===== src/rtl/trigger_link_sequencer.sv =====
// rtl/trigger_link_sequencer.sv - startup/recovery sequencer for the four GTX trigger TX links
module trigger_link_sequencer #(
  parameter int unsigned PLL_RST_CYCLES = 16,
  parameter int unsigned LOCK_TIMEOUT   = 4096,
  parameter int unsigned GTX_RST_CYCLES = 8,
  parameter int unsigned DONE_TIMEOUT   = 8192,
  parameter int unsigned LOSS_FILTER    = 4
) (
  input  logic       clk_40,
  input  logic       reset_n,
  input  logic       restart,
  input  logic [3:0] link_mask,
  input  logic [3:0] tx_pll_locked,
  input  logic [3:0] tx_resetdone,
  input  logic [3:0] tx_sync_done,
  output logic       txpll_rst,
  output logic       gtx_reset,
  output logic       trg_rst,
  output logic       links_ready,
  output logic [2:0] state,
  output logic [7:0] retry_cnt,
  output logic [7:0] loss_cnt
);

  localparam logic [2:0] S_PLL_RST   = 3'd0;
  localparam logic [2:0] S_WAIT_LOCK = 3'd1;
  localparam logic [2:0] S_GTX_RST   = 3'd2;
  localparam logic [2:0] S_WAIT_DONE = 3'd3;
  localparam logic [2:0] S_LINK_UP   = 3'd4;

  localparam logic [15:0] PLL_LAST  = 16'(PLL_RST_CYCLES - 1);
  localparam logic [15:0] LOCK_LAST = 16'(LOCK_TIMEOUT - 1);
  localparam logic [15:0] GTX_LAST  = 16'(GTX_RST_CYCLES - 1);
  localparam logic [15:0] DONE_LAST = 16'(DONE_TIMEOUT - 1);
  localparam logic [7:0]  LOSS_LAST = 8'(LOSS_FILTER - 1);

  logic [3:0] lock_m, lock_s, rd_m, rd_s, sd_m, sd_s;
  logic       all_locked, all_done;
  logic [15:0] timer;
  logic [7:0]  filter;
  logic [2:0]  state_nxt;
  logic        retry_inc, loss_inc, reenter;

  always_ff @(posedge clk_40 or negedge reset_n) begin
    if (!reset_n) begin
      lock_m <= 4'd0;
      lock_s <= 4'd0;
      rd_m   <= 4'd0;
      rd_s   <= 4'd0;
      sd_m   <= 4'd0;
      sd_s   <= 4'd0;
    end else begin
      lock_m <= tx_pll_locked;
      lock_s <= lock_m;
      rd_m   <= tx_resetdone;
      rd_s   <= rd_m;
      sd_m   <= tx_sync_done;
      sd_s   <= sd_m;
    end
  end

  // Masked links count as good so a fully masked bundle passes every check.
  assign all_locked = &(lock_s | link_mask);
  assign all_done   = &((rd_s & sd_s) | link_mask);

  always_comb begin
    state_nxt = state;
    retry_inc = 1'b0;
    loss_inc  = 1'b0;
    if (restart) begin
      state_nxt = S_PLL_RST;
    end else begin
      case (state)
        S_PLL_RST: begin
          if (timer == PLL_LAST) state_nxt = S_WAIT_LOCK;
        end
        S_WAIT_LOCK: begin
          if (all_locked) begin
            state_nxt = S_GTX_RST;
          end else if (timer == LOCK_LAST) begin
            state_nxt = S_PLL_RST;
            retry_inc = 1'b1;
          end
        end
        S_GTX_RST: begin
          if (!all_locked) state_nxt = S_PLL_RST;
          else if (timer == GTX_LAST) state_nxt = S_WAIT_DONE;
        end
        S_WAIT_DONE: begin
          if (all_done) begin
            state_nxt = S_LINK_UP;
          end else if (timer == DONE_LAST) begin
            state_nxt = S_GTX_RST;
            retry_inc = 1'b1;
          end
        end
        S_LINK_UP: begin
          if (!all_locked && filter == LOSS_LAST) begin
            state_nxt = S_PLL_RST;
            loss_inc  = 1'b1;
          end
        end
        default: state_nxt = S_PLL_RST;
      endcase
    end
  end

  // A restart counts as a fresh entry even when already in PLL_RST.
  assign reenter = restart || (state_nxt != state);

  always_ff @(posedge clk_40 or negedge reset_n) begin
    if (!reset_n) begin
      state       <= S_PLL_RST;
      timer       <= 16'd0;
      filter      <= 8'd0;
      retry_cnt   <= 8'd0;
      loss_cnt    <= 8'd0;
      txpll_rst   <= 1'b1;
      gtx_reset   <= 1'b1;
      trg_rst     <= 1'b1;
      links_ready <= 1'b0;
    end else begin
      state <= state_nxt;
      if (reenter) timer <= 16'd0;
      else if (timer != 16'hFFFF) timer <= timer + 16'd1;
      if (reenter || all_locked) filter <= 8'd0;
      else if (state == S_LINK_UP && filter != 8'hFF) filter <= filter + 8'd1;
      if (retry_inc && retry_cnt != 8'hFF) retry_cnt <= retry_cnt + 8'd1;
      if (loss_inc && loss_cnt != 8'hFF) loss_cnt <= loss_cnt + 8'd1;
      // Decoding the next state keeps the outputs aligned with the state register.
      case (state_nxt)
        S_WAIT_LOCK: {txpll_rst, gtx_reset, trg_rst, links_ready} <= 4'b0110;
        S_GTX_RST:   {txpll_rst, gtx_reset, trg_rst, links_ready} <= 4'b0110;
        S_WAIT_DONE: {txpll_rst, gtx_reset, trg_rst, links_ready} <= 4'b0010;
        S_LINK_UP:   {txpll_rst, gtx_reset, trg_rst, links_ready} <= 4'b0001;
        default:     {txpll_rst, gtx_reset, trg_rst, links_ready} <= 4'b1110;
      endcase
    end
  end

endmodule


===== config.mk =====
export PLATFORM = sky130hd
export DESIGN_NAME = trigger_link_sequencer
export DESIGN_NICKNAME = d
export VERILOG_FILES = /design/src/rtl/trigger_link_sequencer.sv
export SDC_FILE = /design/constraint.sdc
export NUM_CORES = 1
export LEC_CHECK = 0
export ABC_AREA = 1
export BUFFER_PORTS_ARGS = -buffer_cell sky130_fd_sc_hd__buf_2
export CAP_MARGIN = 20
export CORE_MARGIN = 4
export CORE_UTILIZATION = 52
export DETAILED_ROUTE_END_ITERATION = 8
export PLACE_DENSITY_LB_ADDON = 0.15
export SLEW_MARGIN = 20
export SYNTH_ARGS = -nofsm -noshare
export SYNTH_HDL_FRONTEND = slang
export SYNTH_SLANG_ARGS = --single-unit

===== constraint.sdc =====
create_clock -name clk_40 -period 1.8 [get_ports clk_40]
set_input_delay 0.18 -clock clk_40 [delete_from_list [all_inputs] [get_ports clk_40]]
set_output_delay 0.18 -clock clk_40 [all_outputs]
set_load 0.02 [all_outputs]

### After elaboration in Yosys (flattened, before gate mapping)

Index checks and enable logic that the tools add are counted.

| storage, ports and cells | value |
|---|---|
| register bits | 71 |
| output and inout port bits | 23 |

| cells by class | value |
|---|---|
| eq/ne operators | 18 |
| reduce and logical (&&, ||, !) cells | 14 |
| add/subtract/negate cells | 4 |
| mux-type cells | 27 |
| bitwise gates (word level) | 3 |

Operators with widths:

| cell | count |
|---|---|
| $mux 16 | 2 |
| $mux 3 | 9 |
| $add 8x1->8 const B | 3 |
| $ne 8x8->1 const B | 3 |
| $add 16x1->16 const B | 1 |
| $eq 16x12->1 const B | 1 |
| $eq 16x13->1 const B | 1 |
| $eq 16x3->1 const B | 1 |
| $eq 16x4->1 const B | 1 |
| $mux 8 | 2 |
| $ne 16x16->1 const B | 1 |
| $pmux 3 s5 | 1 |
| $eq 3x2->1 const B | 4 |
| $mux 1 | 12 |
| $eq 8x2->1 const B | 1 |
| $or 4x4->4 | 2 |
| $reduce_and 4->1 | 2 |
| $eq 3x1->1 const B | 2 |
| $eq 3x3->1 const B | 2 |
| $and 4x4->4 | 1 |
| $logic_and 1x1->1 | 4 |
| $reduce_bool 2->1 | 2 |
| $reduce_or 4->1 | 1 |
| $logic_not 3->1 | 1 |
| 5 further kinds | 6 |

### Longest topological paths before layout

| logic depth | value |
|---|---|
| depth after elaboration | 11 |
| mapped depth | 15 |

### Worst setup path before layout

No wires, ideal clock.

| timing | value |
|---|---|
| path kind | register -> register |
| start | reg timer[0] |
| end | reg timer[7] |
| required time | 1669 ps |
| slack | 77 ps |
| clock period less this slack | 1723 ps |
| cell stages (with the launch flop) | 14 |
| arrival time | 1592 ps |
| cells stage by stage | dfrtp_1 -> ha_1 -> nand2_1 -> nor2_2 -> nand2_2 -> inv_2 -> nand2_2 -> nand2_2 -> nand3_2 -> nand3_1 -> nand2_4 -> nand2_4 -> buf_6 -> nor2_4 |

| on the way | value |
|---|---|
| longest elaborated chain between the ends | 8 |

RTL lines:

| what | line | source |
|---|---|---|
| start: declaration | 39 | `logic [15:0] timer;` |
| start signal: assignment | 125 | `else if (timer != 16'hFFFF) timer <= timer + 16'd1;` |
| $eq 16x13->1, or another cell as far along | 92 | `end else if (timer == DONE_LAST) begin` |
| $mux 3 (on tied branches) | 92, 80, 87 |  |
| $mux 3 (on tied branches) | 90, 78, 86 |  |
| $pmux 3 s5 | 73 | `case (state)` |
| $mux 3 | 70 | `if (restart) begin` |
| $ne 3x3->1 | 109 | `assign reenter = restart \|\| (state_nxt != state);` |
| $logic_or 1x1->1 | 109 |  |
| $mux 16 or $reduce_bool 2->1 (tied branches) | -- |  |

Parallel ways exist; a longest one is shown, timed or not. The select of a mux whose other input is x is not followed.
A chain may end at the register's enable or synchronous reset.

### Final worst setup path

| timing | value |
|---|---|
| start | reg timer[8] |
| end | reg timer[2] |

Same word-level chain as after synthesis.

==> results.txt <==
status = finished, violations left
violated checks = setup timing
WL final = 6840 um
final core utilization = 0.697
CP endpoint kind = flip-flop
vias = 2604
Max Slew Vio Count = 0
ant diodes = 0
Hold Crit Depth = 6
top post-synthesis cells by area = dfrtp_1, nand2_1, nor2_1
total power = 0.00297 W
Hold Slack = 0.328 ns
Die Ht = 87.3 um
die footprint = 7630 um^2
Post-DRT Antenna Nets = 0
Iter 0 DRT Violations = 210
crit path max fanout = 8
vias in the first global route = 2392
share of layout cells above drive strength 1 = 0.305
core area = 6030 um^2
Die X = 87.3 um
area share of the largest cell type after synthesis = 0.520
worst hold path type = primary input to flip-flop
clock sink count = 71
critical path type = flip-flop to flip-flop
CP Data Required Time = 2.08 ns
Clock Root Buffer = clkbuf_8
peak supply drop = 0.632 mV
share of flip-flops with an asynchronous set or reset = 1.00
logic gate share of total power = 0.059
Post-synth EDFFs = 0
Layout area overhead = 28.2%
1st-pass router iterations = 4
crit start category = flip-flop
Nets = 471
Clock Pin Slew Worst Setup and Hold Paths = 0.08 ns
Sequential Power Share = 0.551
synthesized area per cell = 9.09 um^2
switching share of power = 0.245
synthesized area = 3270 um^2
starting density of the core = 0.543
critical path data arrival time = 2.18 ns
CTS tree = done
register area = 1780 um^2
global route overflow = 0
final worst slack = -0.0979 ns
Max Cap Viol = 0
first-pass GRT wire length = 10800 um
Port-buffer cells = 41
final critical-path required period = 1.90 ns
Synth area leader = dfrtp_1
TritonCTS Buffers = 9
WL per Instance = 13.0 um
LEAKAGE = 2.10 nW
I/O pin cnt = 42
hpwl dp = 4370 um
fmax = 527 MHz
Clk Latency, worst-skew pair = 0.35 ns
Clock Power Share = 0.390
Power Internal = 0.00224 W
largest net degree at the start of global routing = 72
R2R cell count = 13
Placer Congestion = 0.833
H-tree Lvls = 3
Residual DRC = 0
ys flop type = dfrtp_1
power density over cell area = 708 nW/um^2
most frequent cells after synthesis = dfrtp_1, nand2_1, nor2_1
cell count after synthesis = 360
Max-slew headroom = 0.724
Syn Nets = 383
Seq/Total Area, Yosys = 0.544
Synthesis Warnings = 0
Slew @ Worst Pin = 0.412 ns
synth unique cells = 31
Switch Pwr = 0.000728 W
gr usage total = 0.182
RSZ-0062 raised after global routing = true
Longest Clk Path Bufs = 2
final setup skew = 0.00814 ns
Fill cells = 470
area occupied by multi-input gates = 1430 um^2
Hold Vio Cnt, Final = 0
FP Rows = 28
routed vias/inst = 4.93
initial antenna violation count = 0
final number of setup-violating endpoints = 24
Synth Register Bits = 71
crit share post-route = 1.05
registers in the layout, indices dropped and copies added (netlist names):
name,cells
retry_cnt,8
filter,8
txpll_rst,1
sd_s,4
trg_rst,1
loss_cnt,8
links_ready,1
timer,16
lock_s,4
sd_m,4
lock_m,4
state,3
rd_s,4
rd_m,4
gtx_reset,1
repair_timing:
item	4_1_cts	5_1_grt
hold buffers	13	0
setup buffers	0	10
gates resized for setup	6	23
cloned	0	1
pin swaps	0	7
endpoints found under the setup margin	26	33
hold endpoints to repair	80	0
power by group through the flow:
stage	Sequential (W)	Combinational, W	Clock [W]
floorplan	0.00167	0.0000555	0
global placement	0.00167	0.000124	0
detailed placement	0.00167	0.000127	0
CTS	0.00164	0.000154	0.00118
global route	0.00164	0.000197	0.00127
finish	0.00164	0.000174	0.00116
metrics by stage:
step / worst slack, ns / instance area [um^2] / cells / TNS [ns]
2_1_floorplan: 0.0769 / 3270 / 360 / 0
3_3_place_gp: 0.00413 / 3670 / 488 / 0
3_5_place_dp: -0.0626 / 3670 / 488 / -0.704
4_1_cts: -0.00929 / 4020 / 517 / -0.0164
5_1_grt: -0.184 / 4200 / 528 / -4.43
6_report: -0.0979 / 4200 / 528 / -1.74
final cells by class:
type,instances,area share
multi-input combinational,243,0.341
inverter,46,0.0417
clock inverter,6,0.0107
sequential,71,0.424
timing repair buffer,77,0.127
clock buffer,10,0.0328
tap,75,0.0224
cells in the final DEF, fill, tap and decap left out, drive strengths merged:
cell type / synthesis / layout
nand2: 78 / 79
nand4: 5 / 5
nor2: 68 / 68
nand3: 27 / 27
inv: 45 / 46
o21ai: 12 / 12
mux2: 2 / 2
xnor2: 9 / 9
ha: 4 / 4
xor2: 20 / 20
nor4: 1 / 1
clkbuf: 0 / 10
dfrtp: 68 / 68
buf: 1 / 64
a21oi: 4 / 4
nor3: 7 / 7
or2: 1 / 1
clkinv: 1 / 3
dlygate4sd3: 0 / 13
nor3b: 1 / 1
clkinvlp: 0 / 3
o31ai: 1 / 1
mux2i: 1 / 1
o32ai: 1 / 1
dfstp: 3 / 3
cells by family (layout without fill, tap and decap cells):
| kind of cell | after synthesis | after routing | share of synthesized area |
|---|---|---|---|
| XOR/XNOR | 29 | 29 | 0.0776 |
| AND/OR/NAND/NOR | 188 | 189 | 0.266 |
| AO/OA/AOI/OAI | 18 | 18 | 0.0306 |
| buffers and inverters | 47 | 139 | 0.0562 |
| adder cells (fa/ha/maj) | 4 | 4 | 0.0153 |
| multiplexers | 3 | 3 | 0.00994 |
| flip-flops | 71 | 71 | 0.544 |
layer usage:
metal | wire, um | GRT usage | vias to the layer above
met3 | 415 | 0.0530 | 10
met1 | 3130 | 0.247 | 1220
met2 | 3210 | 0.280 | 73
met4 | 81 | 0.0628 | 0
li1 | - | - | 1301
met5 | 0 | 0 | -
critical path, stage by stage (launching register included):
cell and delay, ns:
dfrtp_1 0.46, nand2_1 0.09, inv_2 0.08, nand3_1 0.13, nor2_1 0.21, nand2_4 0.09, nand2_2 0.08, nand3_2 0.10
nand2_2 0.10, nand2_2 0.07, nand2_4 0.09, buf_4 0.15, nand2_8 0.08, nor2_1 0.09
worst paths after layout:
kind	from	end	slack [ns]
min	restart	loss_cnt[2]	0.33
max reg2reg	timer[8]	timer[2]	-0.1
min in group asynchronous	reset_n	timer[4]	0.39
min reg2reg	rd_m[1]	rd_s[1]	0.35
max in group asynchronous	reset_n	trg_rst	1.08
max	timer[8]	timer[2]	-0.1
No activity file was read; power rests on OpenSTA's default activity.
